--- config.mk ---
export PLATFORM = sky130hd
export DESIGN_NAME = demo_scene_sequencer_flat
export DESIGN_NICKNAME = d
export VERILOG_FILES = /design/src/rtl/demo_scene_sequencer_if.sv /design/src/rtl/demo_scene_sequencer.sv /design/src/flat_wrapper.sv
export SDC_FILE = /design/constraint.sdc
export NUM_CORES = 1
export LEC_CHECK = 0
export ABC_AREA = 1
export CAP_MARGIN = 15
export CELL_PAD_IN_SITES_DETAIL_PLACEMENT = 1
export CELL_PAD_IN_SITES_GLOBAL_PLACEMENT = 2
export CORE_MARGIN = 4
export CORE_UTILIZATION = 28
export DETAILED_ROUTE_END_ITERATION = 12
export GPL_TIMING_DRIVEN = 1
export PLACE_DENSITY = 0.82
export RECOVER_POWER = 25
export SLEW_MARGIN = 5
export SYNTH_ARGS = -nofsm -noshare
export SYNTH_HDL_FRONTEND = slang
export SYNTH_SLANG_ARGS = --single-unit
--- constraint.sdc ---
create_clock -name clk -period 2.3 [get_ports clk]
set_clock_uncertainty 0.1 [all_clocks]
set_input_delay 0.46 -clock clk [delete_from_list [all_inputs] [get_ports clk]]
set_output_delay 0.46 -clock clk [all_outputs]
set_load 0.005 [all_outputs]
--- src/rtl/demo_scene_sequencer_if.sv ---
// rtl/demo_scene_sequencer_if.sv - control and output bundle of the demo scene sequencer
//
// Signals:
//   frame_tick  start-of-vblank pulse
//   run         level, 0 freezes the sequencer
//   skip        pulse, ends the current clean scene early
//   user_mask   per-pin enable for the noise mask
//   noise_mask  registered noise mask towards uo_out
//   scene       current scene index
//   scroll_x    horizontal pattern offset
//   reseed      one-cycle PCG seed load strobe
//   seed        PCG seed, valid while reseed is high
//   phase       sequencer state (debug)
// Modports: master drives the controls, slave is the sequencer.

interface demo_scene_sequencer_if;
  logic       frame_tick;
  logic       run;
  logic       skip;
  logic [7:0] user_mask;
  logic [7:0] noise_mask;
  logic [3:0] scene;
  logic [9:0] scroll_x;
  logic       reseed;
  logic [15:0] seed;
  logic [2:0] phase;

  modport master (
    output frame_tick, run, skip, user_mask,
    input  noise_mask, scene, scroll_x, reseed, seed, phase
  );

  modport slave (
    input  frame_tick, run, skip, user_mask,
    output noise_mask, scene, scroll_x, reseed, seed, phase
  );
endinterface

--- src/rtl/demo_scene_sequencer.sv ---
// rtl/demo_scene_sequencer.sv - frame-rate scene scheduler with noise-dissolve transitions
//
// Ports:
//   clk    clock
//   rst_n  synchronous active-low reset
//   bus    demo_scene_sequencer_if.slave (controls in, mask/scene/scroll/seed out)
// Parameters:
//   HOLD_FRAMES  frames a scene is shown clean (1..1023)
//   STEP_FRAMES  frames per mask-bit change during a transition (1..255)
//   NUM_SCENES   number of scenes (2..16)

module demo_scene_sequencer #(
  parameter int HOLD_FRAMES = 120,
  parameter int STEP_FRAMES = 8,
  parameter int NUM_SCENES  = 4
) (
  input  logic                clk,
  input  logic                rst_n,
  demo_scene_sequencer_if.slave bus
);

  typedef enum logic [2:0] {
    IDLE       = 3'd0,
    HOLD       = 3'd1,
    NOISE_UP   = 3'd2,
    SWITCH     = 3'd3,
    NOISE_DOWN = 3'd4
  } state_t;

  localparam logic [9:0]  HOLD_LAST  = 10'(HOLD_FRAMES - 1);
  localparam logic [9:0]  STEP_LAST  = 10'(STEP_FRAMES - 1);
  localparam logic [3:0]  SCENE_LAST = 4'(NUM_SCENES - 1);
  localparam logic [15:0] SEED_INIT  = 16'hACE1;
  localparam logic [15:0] SEED_STEP  = 16'h9E37;

  state_t      state, state_n;
  logic [7:0]  fade, fade_n;
  logic [9:0]  frame_cnt, frame_cnt_n;
  logic        skip_pending, skip_pending_n;
  logic [3:0]  scene_q, scene_n;
  logic [15:0] seed_q, seed_n;
  logic [9:0]  scroll_q, scroll_n;
  logic        reseed_q;
  logic [7:0]  mask_q;

  logic        tick_acc;
  logic [7:0]  fade_up, fade_down;

  // SWITCH is a fixed single-cycle state, so a tick landing there is dropped.
  assign tick_acc  = bus.frame_tick && bus.run && (state != SWITCH);
  assign fade_up   = {fade[6:0], 1'b1};
  assign fade_down = {fade[6:0], 1'b0};

  always_comb begin
    state_n        = state;
    fade_n         = fade;
    frame_cnt_n    = frame_cnt;
    scene_n        = scene_q;
    seed_n         = seed_q;
    scroll_n       = scroll_q;
    // skip is latched even while frozen; only IDLE drops it.
    skip_pending_n = skip_pending | (bus.skip && (state != IDLE));

    // Scroll uses the scene shown on this tick; the new scene arrives after SWITCH.
    if (tick_acc && (state != IDLE)) begin
      scroll_n = scroll_q + {6'd0, scene_q} + 10'd1;
    end

    case (state)
      IDLE: begin
        if (tick_acc) begin
          state_n     = HOLD;
          frame_cnt_n = 10'd0;
        end
      end
      HOLD: begin
        fade_n = 8'h00;
        if (tick_acc) begin
          // A skip arriving on the same tick counts immediately.
          if ((frame_cnt == HOLD_LAST) || skip_pending || bus.skip) begin
            state_n        = NOISE_UP;
            frame_cnt_n    = 10'd0;
            skip_pending_n = 1'b0;
          end else begin
            frame_cnt_n = frame_cnt + 10'd1;
          end
        end
      end
      NOISE_UP: begin
        if (tick_acc) begin
          if (frame_cnt == STEP_LAST) begin
            fade_n      = fade_up;
            frame_cnt_n = 10'd0;
            if (fade_up == 8'hFF) begin
              state_n = SWITCH;
            end
          end else begin
            frame_cnt_n = frame_cnt + 10'd1;
          end
        end
      end
      SWITCH: begin
        scene_n     = (scene_q == SCENE_LAST) ? 4'd0 : scene_q + 4'd1;
        seed_n      = seed_q + SEED_STEP;
        state_n     = NOISE_DOWN;
        frame_cnt_n = 10'd0;
      end
      NOISE_DOWN: begin
        if (tick_acc) begin
          if (frame_cnt == STEP_LAST) begin
            fade_n      = fade_down;
            frame_cnt_n = 10'd0;
            if (fade_down == 8'h00) begin
              state_n = HOLD;
            end
          end else begin
            frame_cnt_n = frame_cnt + 10'd1;
          end
        end
      end
      default: begin
        state_n     = IDLE;
        fade_n      = 8'h00;
        frame_cnt_n = 10'd0;
      end
    endcase
  end

  always_ff @(posedge clk) begin
    if (!rst_n) begin
      state        <= IDLE;
      fade         <= 8'h00;
      frame_cnt    <= 10'd0;
      skip_pending <= 1'b0;
      scene_q      <= 4'd0;
      seed_q       <= SEED_INIT;
      scroll_q     <= 10'd0;
      reseed_q     <= 1'b0;
      mask_q       <= 8'h00;
    end else begin
      state        <= state_n;
      fade         <= fade_n;
      frame_cnt    <= frame_cnt_n;
      skip_pending <= skip_pending_n;
      scene_q      <= scene_n;
      seed_q       <= seed_n;
      scroll_q     <= scroll_n;
      // Registered so the strobe lines up with the new seed and scene.
      reseed_q     <= (state == SWITCH);
      mask_q       <= fade & bus.user_mask;
    end
  end

  assign bus.noise_mask = mask_q;
  assign bus.scene      = scene_q;
  assign bus.scroll_x   = scroll_q;
  assign bus.reseed     = reseed_q;
  assign bus.seed       = seed_q;
  assign bus.phase      = state;

endmodule

--- src/flat_wrapper.sv ---
// flat-port wrapper written by rule: the top's interface ports become plain ports
module demo_scene_sequencer_flat 
#(
  parameter int HOLD_FRAMES = 120,
  parameter int STEP_FRAMES = 8,
  parameter int NUM_SCENES  = 4
)
  (clk, rst_n, bus_frame_tick, bus_run, bus_skip, bus_user_mask, bus_noise_mask, bus_scene, bus_scroll_x, bus_reseed, bus_seed, bus_phase);
  demo_scene_sequencer_if bus_i ();
  input  logic clk;
  input  logic rst_n;
  input wire logic [$bits(bus_i.frame_tick)-1:0] bus_frame_tick;
  input wire logic [$bits(bus_i.run)-1:0] bus_run;
  input wire logic [$bits(bus_i.skip)-1:0] bus_skip;
  input wire logic [$bits(bus_i.user_mask)-1:0] bus_user_mask;
  output wire logic [$bits(bus_i.noise_mask)-1:0] bus_noise_mask;
  output wire logic [$bits(bus_i.scene)-1:0] bus_scene;
  output wire logic [$bits(bus_i.scroll_x)-1:0] bus_scroll_x;
  output wire logic [$bits(bus_i.reseed)-1:0] bus_reseed;
  output wire logic [$bits(bus_i.seed)-1:0] bus_seed;
  output wire logic [$bits(bus_i.phase)-1:0] bus_phase;
  assign bus_i.frame_tick = bus_frame_tick;
  assign bus_i.run = bus_run;
  assign bus_i.skip = bus_skip;
  assign bus_i.user_mask = bus_user_mask;
  assign bus_noise_mask = bus_i.noise_mask;
  assign bus_scene = bus_i.scene;
  assign bus_scroll_x = bus_i.scroll_x;
  assign bus_reseed = bus_i.reseed;
  assign bus_seed = bus_i.seed;
  assign bus_phase = bus_i.phase;
  demo_scene_sequencer #(.HOLD_FRAMES(HOLD_FRAMES), .STEP_FRAMES(STEP_FRAMES), .NUM_SCENES(NUM_SCENES)) u_core (.clk(clk), .rst_n(rst_n), .bus(bus_i));
endmodule
==> impl_metrics.yaml <==
outcome:
  status: "completed"
clock_network:
  clockBufferDepth: 2
  clock_sinks: 61
  hold_buffers: 0
  cts_resized: 0
  htree_levels: 3
  numCtsBuffers: 9
  cts_setup_buffers: 0
  insertion_delay_ns: 0.35
  cts_tree: "done"
  clkTransAtPathRegs_ns: 0.08
  root_buffer: "clkbuf_8"
final_layout:
  layout_common_cells: "nand2_1, dfxtp_1, nor2_1"
  multiInputGateArea_um2: 1510
  fin_area_um2: 3870
  stdcell_count: 634
  final_util_pct: 37.5
  area_growth_pct: 30.0
  seq_area_um2: 1220
  antenna_cells: 0
  final_common_cell: "nand2_1"
  nNetsFinal: 514
  nFillCells: 1301
  drive_above_1_share_pct: 6.22
job:
  max-cap-violations: 0
drt:
  drt_iter0_drc: 89
  vias_per_cell: 4.68
  wirelength_um: 8300
  antenna_left: 0
  wl_met2_um: 3920
  highest_layer: "met4"
  drt_first_pass_iters: 4
  drt_drc_violations_left: 0
  num_vias: 2967
  wl_per_cell_um: 13.1
  drt-met1-wl_um: 3900
  wl_met3_um: 385
pwr:
  leakage_nw: 1.61
  max-vdd-ir-drop_uv: 329
  p_per_area_nw_per_um2: 843
grt:
  grt_max_degree: 38
  grt_pass1_wl_um: 14600
  grt.overflow.total: 0
  grt.total_usage_pct: 14.2
  first_global_vias: 3144
  antenna_found_initial: 0
floorplan:
  start_util_pct: 28.8
  num_rows: 37
  ioPinCount: 55
  coreArea_um2: 10300
  die_y_um: 111
  dieArea_um2: 12300
  die_w_um: 111
sta:
  setup_ws_ns: 0.328
  hold_viol: 0
  slew_violations: 0
  tightest_slew_ns: 0.808
  fin_tns_setup_ns: 0
  setup_violations: 0
  layout_min_cycle_time_ns: 1.97
  period_share_pct: 85.7
  rsz0062_at_grt: "false"
  relSlewSlack_pct: 46.1
  clock.fmax_mhz: 507
placement:
  portBuffers: 54
  placed_cells: 618
  placed_area_um2: 3680
  place.gp.congestion: 0.797
  dp_hpwl_um: 6060
  place_ws_ns: 0.144
critical_path:
  critical_path_arrival_ns: 2.14
  end_kind: "register"
  reg2reg_from: "u_core.frame_cnt[0]$_SDFFE_PN0P_"
  cp_data_required_time_ns: 2.47
  critical_path.startpoint: "rst_n"
  cp_max_fo: 37
  crit_type: "primary input to register"
  start_kind: "primary input"
synth:
  syn_inst: 433
  yosysTopAreaCell: "dfxtp_1"
  yosys_warnings: 0
  synth_area_um2: 2980
  yosysSeqAreaShare_pct: 41.0
  synthTopCellsByArea: "dfxtp_1, nand2_1, nor2_1, nand3_1, inv_1"
  ys_types: 32
  synth.ff_latch_count: 61
  synth_flop_cell: "dfxtp_1"
  yosys.area.top_type_share_pct: 41.0
  synth_edf_count: 0
  async_flop_share_pct: 0
  postSynthAreaPerCell_um2: 6.87
  synth.net_count: 454
hold_path:
  hold_path_startpoint: "u_core.fade[7]$_SDFFE_PN0P_"
  hp-class: "register to register"
stage by stage:
stage / total power, W / hold slack, ns
6_report: 0.00326 / 0.359
5_1_grt: 0.00351 / 0.368
4_1_cts: 0.00332 / 0.366
3_5_place_dp: 0.00231 / 0.359
3_3_place_gp: 0.00228 / 0.339
2_1_floorplan: 0.00194 / 0.309
cell type report:
class	count	share of cell area, %
clock inverters	6	1.62
clock buffers	10	3.56
multi-input cells	308	38.9
inverters	55	5.34
flip-flops and latches	61	31.6
repair buffers	58	14.6
well taps	136	4.40
final timing paths:
path / to / slack, ns / depth (start not counted)
worst max-delay path: u_core.bus.scene[0]$_SDFFE_PN0P_ / 0.33 / 4
worst min-delay path: u_core.bus.noise_mask[7]$_SDFF_PN0_ / 0.36 / 2
worst max register to register: u_core.fade[6]$_SDFFE_PN0P_ / 0.35 / 8
worst min register to register: u_core.bus.noise_mask[7]$_SDFF_PN0_ / 0.36 / 2
flip-flops by register name, summed over array words and instances, names as in the netlist:
| name | cells |
|---|---|
| u_core.bus.scroll_x | 10 |
| u_core.fade | 8 |
| u_core.bus.seed | 16 |
| u_core.skip_pending | 1 |
| u_core.bus.noise_mask | 8 |
| u_core.frame_cnt | 10 |
| u_core.bus.phase | 3 |
| u_core.bus.scene | 4 |
| u_core.bus.reseed | 1 |
logic make-up after synthesis:
family                     synth area share [%]
AOI/OAI and AO/OA                          12.7
DFF                                        41.0
and+or+nand+nor                            32.1
buffers and inverters                      8.24
adders and majority gates                  3.61
xor gates and xnor gates                   2.35
worst max-delay path, cell delays in order:
cell           delay, ns
dlygate4sd3_1       0.55
clkbuf_2            0.64
o21ai_0             0.29
a21oi_1             0.20
routing by layer:
metal  global-route usage (%)  vias up
met1                     17.0     1395
li1                         -     1517
met5                        0        -
met3                     4.42       11
met2                     24.5       44
met4                     4.14        0
power breakdown:
| group | switching (W) | total [W] | leakage (nW) | internal (W) |
|---|---|---|---|---|
| Clock | 0.000463 | 0.000989 | 0.0943 | 0.000526 |
| Sequential | 0.0000949 | 0.00125 | 0.493 | 0.00115 |
| Combinational | 0.000639 | 0.00103 | 1.02 | 0.000388 |
| Total | 0.00120 | 0.00326 | 1.61 | 0.00207 |
cells in the mapped netlist (2+ instances only):
| library cell | instances |
|---|---|
| o21bai_1 | 2 |
| nand3_1 | 44 |
| buf_2 | 4 |
| a31oi_1 | 2 |
| o21ai_4 | 2 |
| o21ai_0 | 28 |
| or2_2 | 3 |
| inv_1 | 54 |
| nor2_1 | 59 |
| nand2_1 | 101 |
| nor2_2 | 2 |
| a21oi_1 | 26 |
| o21ai_1 | 2 |
| ha_1 | 7 |
| nor3_1 | 7 |
| xor2_1 | 7 |
| nand4_1 | 5 |
| dfxtp_1 | 61 |
| clkbuf_1 | 3 |
| buf_1 | 2 |
Power figures use the tool's default switching activity.
